$ cat src/rtl/alu_share_arbiter.sv
// Two-requester arbiter in front of one shared 32-bit ALU.
// A granted request is registered onto the ALU inputs for one cycle, the ALU
// result and flags are then registered as a response held until it is consumed.
module alu_share_arbiter #(
  parameter int unsigned OP_W  = 4,
  parameter int unsigned CNT_W = 16
) (
  input  logic              clk,
  input  logic              rst,
  // request side
  input  logic [1:0]        req_valid,
  output logic [1:0]        req_ready,
  input  logic [2*OP_W-1:0] req_op,
  input  logic [63:0]       req_a,
  input  logic [63:0]       req_b,
  // shared ALU
  output logic [OP_W-1:0]   alu_op,
  output logic [31:0]       alu_a,
  output logic [31:0]       alu_b,
  input  logic [31:0]       alu_result,
  input  logic              alu_zero,
  input  logic              alu_less,
  input  logic              alu_ovf,
  // response side
  output logic              rsp_valid,
  input  logic              rsp_ready,
  output logic              rsp_id,
  output logic [31:0]       rsp_data,
  output logic              rsp_zero,
  output logic              rsp_less,
  output logic              rsp_ovf,
  output logic              rsp_err,
  output logic [CNT_W-1:0]  ops_done
);

  // Opcodes the shared ALU does not implement.
  localparam logic [OP_W-1:0] OpUnsupA = OP_W'(4'b1100);
  localparam logic [OP_W-1:0] OpUnsupB = OP_W'(4'b1101);

  typedef enum logic [1:0] {
    StIdle = 2'd0,
    StExec = 2'd1,
    StResp = 2'd2
  } state_e;

  state_e state_q, state_d;

  logic             rr_q, rr_d;
  logic             gnt_q, gnt_d;
  logic [OP_W-1:0]  alu_op_q, alu_op_d;
  logic [31:0]      alu_a_q, alu_a_d;
  logic [31:0]      alu_b_q, alu_b_d;
  logic             rsp_valid_q, rsp_valid_d;
  logic             rsp_id_q, rsp_id_d;
  logic [31:0]      rsp_data_q, rsp_data_d;
  logic             rsp_zero_q, rsp_zero_d;
  logic             rsp_less_q, rsp_less_d;
  logic             rsp_ovf_q, rsp_ovf_d;
  logic             rsp_err_q, rsp_err_d;
  logic [CNT_W-1:0] ops_done_q, ops_done_d;

  logic gnt_any;
  logic gnt_idx;
  logic accept;
  logic rsp_hs;
  logic op_unsup;

  // Grant selection: a lone requester wins, contention is settled by rr_q.
  always_comb begin
    gnt_any = |req_valid;
    gnt_idx = 1'b0;
    case (req_valid)
      2'b01:   gnt_idx = 1'b0;
      2'b10:   gnt_idx = 1'b1;
      2'b11:   gnt_idx = rr_q;
      default: gnt_idx = 1'b0;
    endcase
  end

  assign accept   = (state_q == StIdle) && gnt_any;
  assign rsp_hs   = (state_q == StResp) && rsp_ready;
  assign op_unsup = (alu_op_q == OpUnsupA) || (alu_op_q == OpUnsupB);

  // FSM state register.
  always_ff @(posedge clk) begin
    if (rst) begin
      state_q <= StIdle;
    end else begin
      state_q <= state_d;
    end
  end

  // FSM next state: EXEC is always a single cycle, RESP waits for the consumer.
  always_comb begin
    state_d = state_q;
    case (state_q)
      StIdle:  if (gnt_any)   state_d = StExec;
      StExec:                 state_d = StResp;
      StResp:  if (rsp_ready) state_d = StIdle;
      default:                state_d = StIdle;
    endcase
  end

  // FSM outputs: one-hot ready on the granted requester, only while idle.
  always_comb begin
    req_ready = 2'b00;
    if (state_q == StIdle && gnt_any) begin
      req_ready[gnt_idx] = 1'b1;
    end
  end

  // Datapath next state: capture on accept, latch ALU on EXEC, retire on handshake.
  always_comb begin
    rr_d        = rr_q;
    gnt_d       = gnt_q;
    alu_op_d    = alu_op_q;
    alu_a_d     = alu_a_q;
    alu_b_d     = alu_b_q;
    rsp_valid_d = rsp_valid_q;
    rsp_id_d    = rsp_id_q;
    rsp_data_d  = rsp_data_q;
    rsp_zero_d  = rsp_zero_q;
    rsp_less_d  = rsp_less_q;
    rsp_ovf_d   = rsp_ovf_q;
    rsp_err_d   = rsp_err_q;
    ops_done_d  = ops_done_q;

    if (accept) begin
      gnt_d = gnt_idx;
      if (gnt_idx) begin
        alu_op_d = req_op[2*OP_W-1:OP_W];
        alu_a_d  = req_a[63:32];
        alu_b_d  = req_b[63:32];
      end else begin
        alu_op_d = req_op[OP_W-1:0];
        alu_a_d  = req_a[31:0];
        alu_b_d  = req_b[31:0];
      end
    end

    if (state_q == StExec) begin
      rsp_valid_d = 1'b1;
      rsp_id_d    = gnt_q;
      if (op_unsup) begin
        rsp_data_d = '0;
        rsp_zero_d = 1'b0;
        rsp_less_d = 1'b0;
        rsp_ovf_d  = 1'b0;
        rsp_err_d  = 1'b1;
      end else begin
        rsp_data_d = alu_result;
        rsp_zero_d = alu_zero;
        rsp_less_d = alu_less;
        rsp_ovf_d  = alu_ovf;
        rsp_err_d  = 1'b0;
      end
    end

    if (rsp_hs) begin
      rsp_valid_d = 1'b0;
      rr_d        = ~gnt_q;
      if (ops_done_q != {CNT_W{1'b1}}) begin
        ops_done_d = ops_done_q + CNT_W'(1);
      end
    end
  end

  // Datapath registers; reset wins over any handshake in the same cycle.
  always_ff @(posedge clk) begin
    if (rst) begin
      rr_q        <= 1'b0;
      gnt_q       <= 1'b0;
      alu_op_q    <= '0;
      alu_a_q     <= '0;
      alu_b_q     <= '0;
      rsp_valid_q <= 1'b0;
      rsp_id_q    <= 1'b0;
      rsp_data_q  <= '0;
      rsp_zero_q  <= 1'b0;
      rsp_less_q  <= 1'b0;
      rsp_ovf_q   <= 1'b0;
      rsp_err_q   <= 1'b0;
      ops_done_q  <= '0;
    end else begin
      rr_q        <= rr_d;
      gnt_q       <= gnt_d;
      alu_op_q    <= alu_op_d;
      alu_a_q     <= alu_a_d;
      alu_b_q     <= alu_b_d;
      rsp_valid_q <= rsp_valid_d;
      rsp_id_q    <= rsp_id_d;
      rsp_data_q  <= rsp_data_d;
      rsp_zero_q  <= rsp_zero_d;
      rsp_less_q  <= rsp_less_d;
      rsp_ovf_q   <= rsp_ovf_d;
      rsp_err_q   <= rsp_err_d;
      ops_done_q  <= ops_done_d;
    end
  end

  assign alu_op    = alu_op_q;
  assign alu_a     = alu_a_q;
  assign alu_b     = alu_b_q;
  assign rsp_valid = rsp_valid_q;
  assign rsp_id    = rsp_id_q;
  assign rsp_data  = rsp_data_q;
  assign rsp_zero  = rsp_zero_q;
  assign rsp_less  = rsp_less_q;
  assign rsp_ovf   = rsp_ovf_q;
  assign rsp_err   = rsp_err_q;
  assign ops_done  = ops_done_q;

endmodule

$ cat config.mk
export PLATFORM = sky130hd
export DESIGN_NAME = alu_share_arbiter
export DESIGN_NICKNAME = d
export VERILOG_FILES = /design/src/rtl/alu_share_arbiter.sv
export SDC_FILE = /design/constraint.sdc
export NUM_CORES = 1
export LEC_CHECK = 0
export CORE_ASPECT_RATIO = 1.75
export CORE_MARGIN = 4
export CORE_UTILIZATION = 37
export CTS_CLUSTER_SIZE = 28
export DETAILED_ROUTE_END_ITERATION = 16
export GPL_TIMING_DRIVEN = 0
export PLACE_DENSITY = 0.81
export SYNTH_ARGS = -nofsm -noshare
export SYNTH_HDL_FRONTEND = slang
export SYNTH_SLANG_ARGS = --single-unit
$ cat constraint.sdc
create_clock -name clk -period 2.1 [get_ports clk]
set_input_delay 0.525 -clock clk [delete_from_list [all_inputs] [get_ports clk]]
set_output_delay 0.525 -clock clk [all_outputs]
set_load 0.1 [all_outputs]
Yosys cells after proc, flatten, opt, wreduce, memory -nomap -nowiden
Index checks and enable logic that the tools add are counted.

storage, ports and cells
  register bits after elaboration = 126
  output and inout port bits = 124
  word-level logic and storage cells = 51

cells by class
  bitwise operators = 1
  $lt $le $gt $ge = 2
  multiplexer cells = 15
  equal/unequal tests = 9
  $add $sub $neg = 1
  reductions and logical operators = 9

operators by type and width
  kind                     count
  $mux W32                 3
  $add A16 B1 Y16 const B  1
  $ne A16 B16 Y1 const B   1
  $eq A4 B4 Y1 const B     2
  $eq A2 B2 Y1 const B     3
  $mux W2                  3
  $pmux W2 S3              1
  $mux W1                  5
  $mux W4                  1
  $ne A2 B2 Y1 const B     2
  $reduce_and A2 Y1        2
  $reduce_or A2 Y1         2
  $logic_and A1 B1 Y1      3
  $eq A2 B1 Y1 const B     1
  $logic_not A2 Y1         1
  $lt A1 B2 Y1 const B     1
  $pmux W1 S2              1
  $demux W1 S1             1
  $ge A1 B1 Y1 const B     1
  $logic_or A1 B1 Y1       1
  $not A1 Y1               1

Logic depth before layout (Yosys ltp)
  word-level depth = 7
  mapped depth = 7

Least setup slack after synthesis
Ideal clock, no wire load.

  kind = input port to output port
  start = input req_valid[0]
  end = output req_ready[1]
  buffers on the path = 2
  cell stages on the path = 4
  arrival time = 1.911 ns
  setup slack = -0.336 ns
  required time = 1.575 ns
  cell sequence = inv_1 -> o211a_1 -> clkbuf_1 -> clkbuf_1

between the ends
  longest elaborated chain between the ends = 7

ends and longest elaborated chain
  element                                                                    RTL line  text
  from (decl)                                                                11        input logic [1:0] req_valid,
  $eq A2 B2 Y1                                                               72        case (req_valid)
  $pmux W1 S2                                                                72
  $lt A1 B2 Y1 (implied by the code) / $ge A1 B1 Y1 (equally long branches)  108       req_ready[gnt_idx] = 1'b1;
  $logic_and A1 B1 Y1 (implied by the code)                                  108
  $mux W1 (implied by the code)                                              108
  $demux W1 S1                                                               108
  $mux W2 (*)                                                                107       if (state_q == StIdle && gnt_any) begin
  to (decl)                                                                  12        output logic [1:0] req_ready,

Every way passes the cells marked *; elsewhere a longest branch is shown, timed or not.

Worst setup path after layout
  start = register rr_q
  end = output req_ready[0]

between the ends
  longest elaborated chain between the ends = 6

ends and longest elaborated chain
  element                                                                    RTL line  text
  from (decl)                                                                48        logic rr_q, rr_d;
  from (signal assigned)                                                     185       rr_q <= rr_d;
  $pmux W1 S2 (*)                                                            72
  $lt A1 B2 Y1 (implied by the code) / $ge A1 B1 Y1 (equally long branches)  108
  $logic_and A1 B1 Y1 (implied by the code)                                  108
  $mux W1 (implied by the code)                                              108
  $demux W1 S1 (*)                                                           108
  $mux W2 (*)                                                                107

Marked as above.

==> qor.txt <==
Int Power -> 5000 µW
Post-synth EDFFs -> 0
Worst Path Max Fanout -> 3
setup TNS -> 0 ps
total core area -> 12500 µm²
Most used DFF post-synth -> dfxtp_1
Worst Max-Slew Pin Slew -> 731 ps
sequential power share -> 33.3%
Die H -> 158 µm
kind of critical path -> flop to output pin
Starting Density -> 38.0%
WL per Instance -> 21.0 µm
RSZ-0062 raised after global routing -> no
WP data arrival -> 1540 ps
# fillers -> 937
max cap viols -> 0
final max-slew violation count -> 0
ANT cells -> 0
Worst-Skew Late Latency -> 410 ps
global-route wire length before repair -> 30300 µm
clk buf depth -> 2
routability cong. -> 0.909
yosys warns -> 0
DP Cell Count -> 952
layout cells sized above 1 -> 25.8%
initial antenna violation count -> 0
Post-Route WL -> 20700 µm
Max VDD drop -> 0.000537 V
DP Area -> 7970 µm²
syn avg cell area -> 9.78 µm²
syn_nets -> 662
Clk pin slew, worst setup/hold paths -> 60 ps
clk root buf -> clkbuf_16
Clock Sinks -> 126
post-route antenna net violation count -> 0
ys async rst share -> 0%
Post-Synth Simple-Gate Area -> 16.1%
final hold vios -> 0
register area share after synthesis -> 53.2%
vias per cell -> 5.66
leakage -> 0.00327 µW
post-synthesis mux area share -> 2.11%
fin cells -> 986
vias in the first global route -> 5793
leading cell type in the layout, fill and taps excluded -> clkdlybuf4s50_1
clock buffer count from CTS -> 17
max frequency -> 485 MHz
Crit path required time -> 1570 ps
fin crit period -> 2060 ps
Final HPWL DP -> 15700 µm
Synth Area in Compound Gates -> 23.9%
largest family of logic cells by synthesized area -> compound AO/OA/AOI/OAI gates
post-synthesis xor/xnor area fraction -> 0%
I/O pin total -> 300
total number of vias -> 5579
Worst setup SP type -> flop
FF-to-FF path depth -> 5
endpoints failing setup -> 0
part of the power in combinational logic -> 31.5%
fin crit share -> 98.3%
Sw Ratio -> 37.9%
top cell type's share of synthesized area -> 53.2%
Total Nets Final -> 982
Hold Path Depth -> 2
DR pass1 iterations -> 7
utilization after layout -> 69.8%
adder-cell share of the synthesized area -> 0.264%
CTS H-tree lvls -> 4
synth top area cells -> dfxtp_1, a222oi_1, nor2_1
status -> completed
Slew HR -> 51.0%
Hold Crit Class -> flop to flop
Iter 0 DRT Violations -> 494
Clock Skew -> 6.58 ps
Net Switching -> 3050 µW
DIE AREA -> 14800 µm²
final instance area -> 8730 µm²
Post-Syn Area -> 4740 µm²
Die Span X -> 93.6 µm
CP endpoint kind -> output pin
power per cell area -> 922 nW/µm²
DR DRC count -> 0
Global Route Usage Sum -> 26.8%
Mapped Cells -> 485
Clock power frac -> 35.3%
row count -> 54
Synth area leader -> dfxtp_1
# port buffers -> 299
CTS tree -> built
largest net degree at the start of global routing -> 17
post-synthesis register bit count -> 126
Area growth, synth to finish -> 84.0%
most frequent cells in the layout -> clkdlybuf4s50_1, nor2_1, clkdlybuf4s15_2
Netlist cell types -> 40
GRT overflow -> 0
==> power by group through the flow <==
stage          Combinational, µW  Clock, µW  Sequential [µW]
6_report                    2530       2840             2680
5_1_grt                     2620       2990             2690
4_1_cts                     2530       2860             2670
3_5_place_dp                2540          0             2720
3_3_place_gp                2510          0             2710
2_1_floorplan                487          0             3910
==> cell families (layout without fill, tap and decap cells) <==
logic type / after synthesis / count (layout)
AND/OR/NAND/NOR: 167 / 167
AO/OA/AOI/OAI: 132 / 132
flip-flops: 126 / 126
buffers and inverters: 50 / 383
multiplexers: 9 / 9
adder cells (fa/ha/maj): 1 / 1
==> state kept, by name, indices dropped and copies added (netlist names) <==
register and flops:
rsp_less 1, alu_op 4, alu_a 32, state_q 2, rsp_ovf 1, gnt_q 1, rsp_zero 1, rsp_data 32
rr_q 1, ops_done 16, rsp_id 1, rsp_err 1, rsp_valid 1, alu_b 32
==> cell type report <==
type / instances / area (µm²) / area share, %
inverters: 6 / 22.5 / 0.258
plain buffers: 42 / 200 / 2.29
flip-flops and latches: 126 / 2540 / 29.1
repair buffers: 303 / 3150 / 36.1
clock buffers: 18 / 439 / 5.03
well taps: 168 / 210 / 2.41
multi-input cells: 309 / 2030 / 23.3
clock inverters: 14 / 134 / 1.53
==> cell usage after synthesis (all sizes together) (6+ instances only) <==
| library cell | count |
|---|---|
| inv | 6 |
| a21oi | 15 |
| a222oi | 68 |
| dfxtp | 126 |
| nor2 | 118 |
| mux2 | 8 |
| clkbuf | 33 |
| a22oi | 35 |
| buf | 10 |
| nand4 | 7 |
| nor2b | 9 |
==> critical path, cell delays in order, from the launching register on <==
cell,delay (ps)
dfxtp_1,360
a2111oi_4,430
buf_6,180
buf_12,160
==> layer usage <==
metal,wire length (µm),part of all wire (%),GRT usage (%)
met5,0,0,0
met2,11200,54,49.7
met4,972,4.7,14.5
met3,1540,7.5,7.75
met1,7000,34,26.6
==> worst paths after layout <==
check                          start                   endpoint  slack (ps)
min              rsp_id$_SDFFE_PP0N_        rsp_id$_SDFFE_PP0N_         480
max reg2reg  state_q[0]$_SDFFE_PP0P_  rsp_data[29]$_SDFFE_PP0N_         150
max                rr_q$_SDFFE_PP0P_               req_ready[0]          40
min reg2reg      rsp_id$_SDFFE_PP0N_        rsp_id$_SDFFE_PP0N_         480
==> metrics by stage <==
stage          worst slack [ps]  power [µW]  hold slack [ps]
3_3_place_gp              -1880        5220              471
4_1_cts                   0.241        8070              479
6_report                   36.6        8040              481
5_1_grt                    6.88        8300              499
2_1_floorplan              63.7        4400              445
3_5_place_dp              -1890        5260              471
==> timing repair <==
| action | CTS | global route |
|---|---|---|
| endpoints found under the setup margin | 207 | 23 |
| gates cloned | 0 | 0 |
| gates resized for setup | 393 | 15 |
| endpoints found under the hold margin | 0 | 0 |
| hold buffers | 0 | 0 |
| setup buffers | 4 | 0 |
| pin swaps | 1 | 1 |
Power figures use the tool's default switching activity.
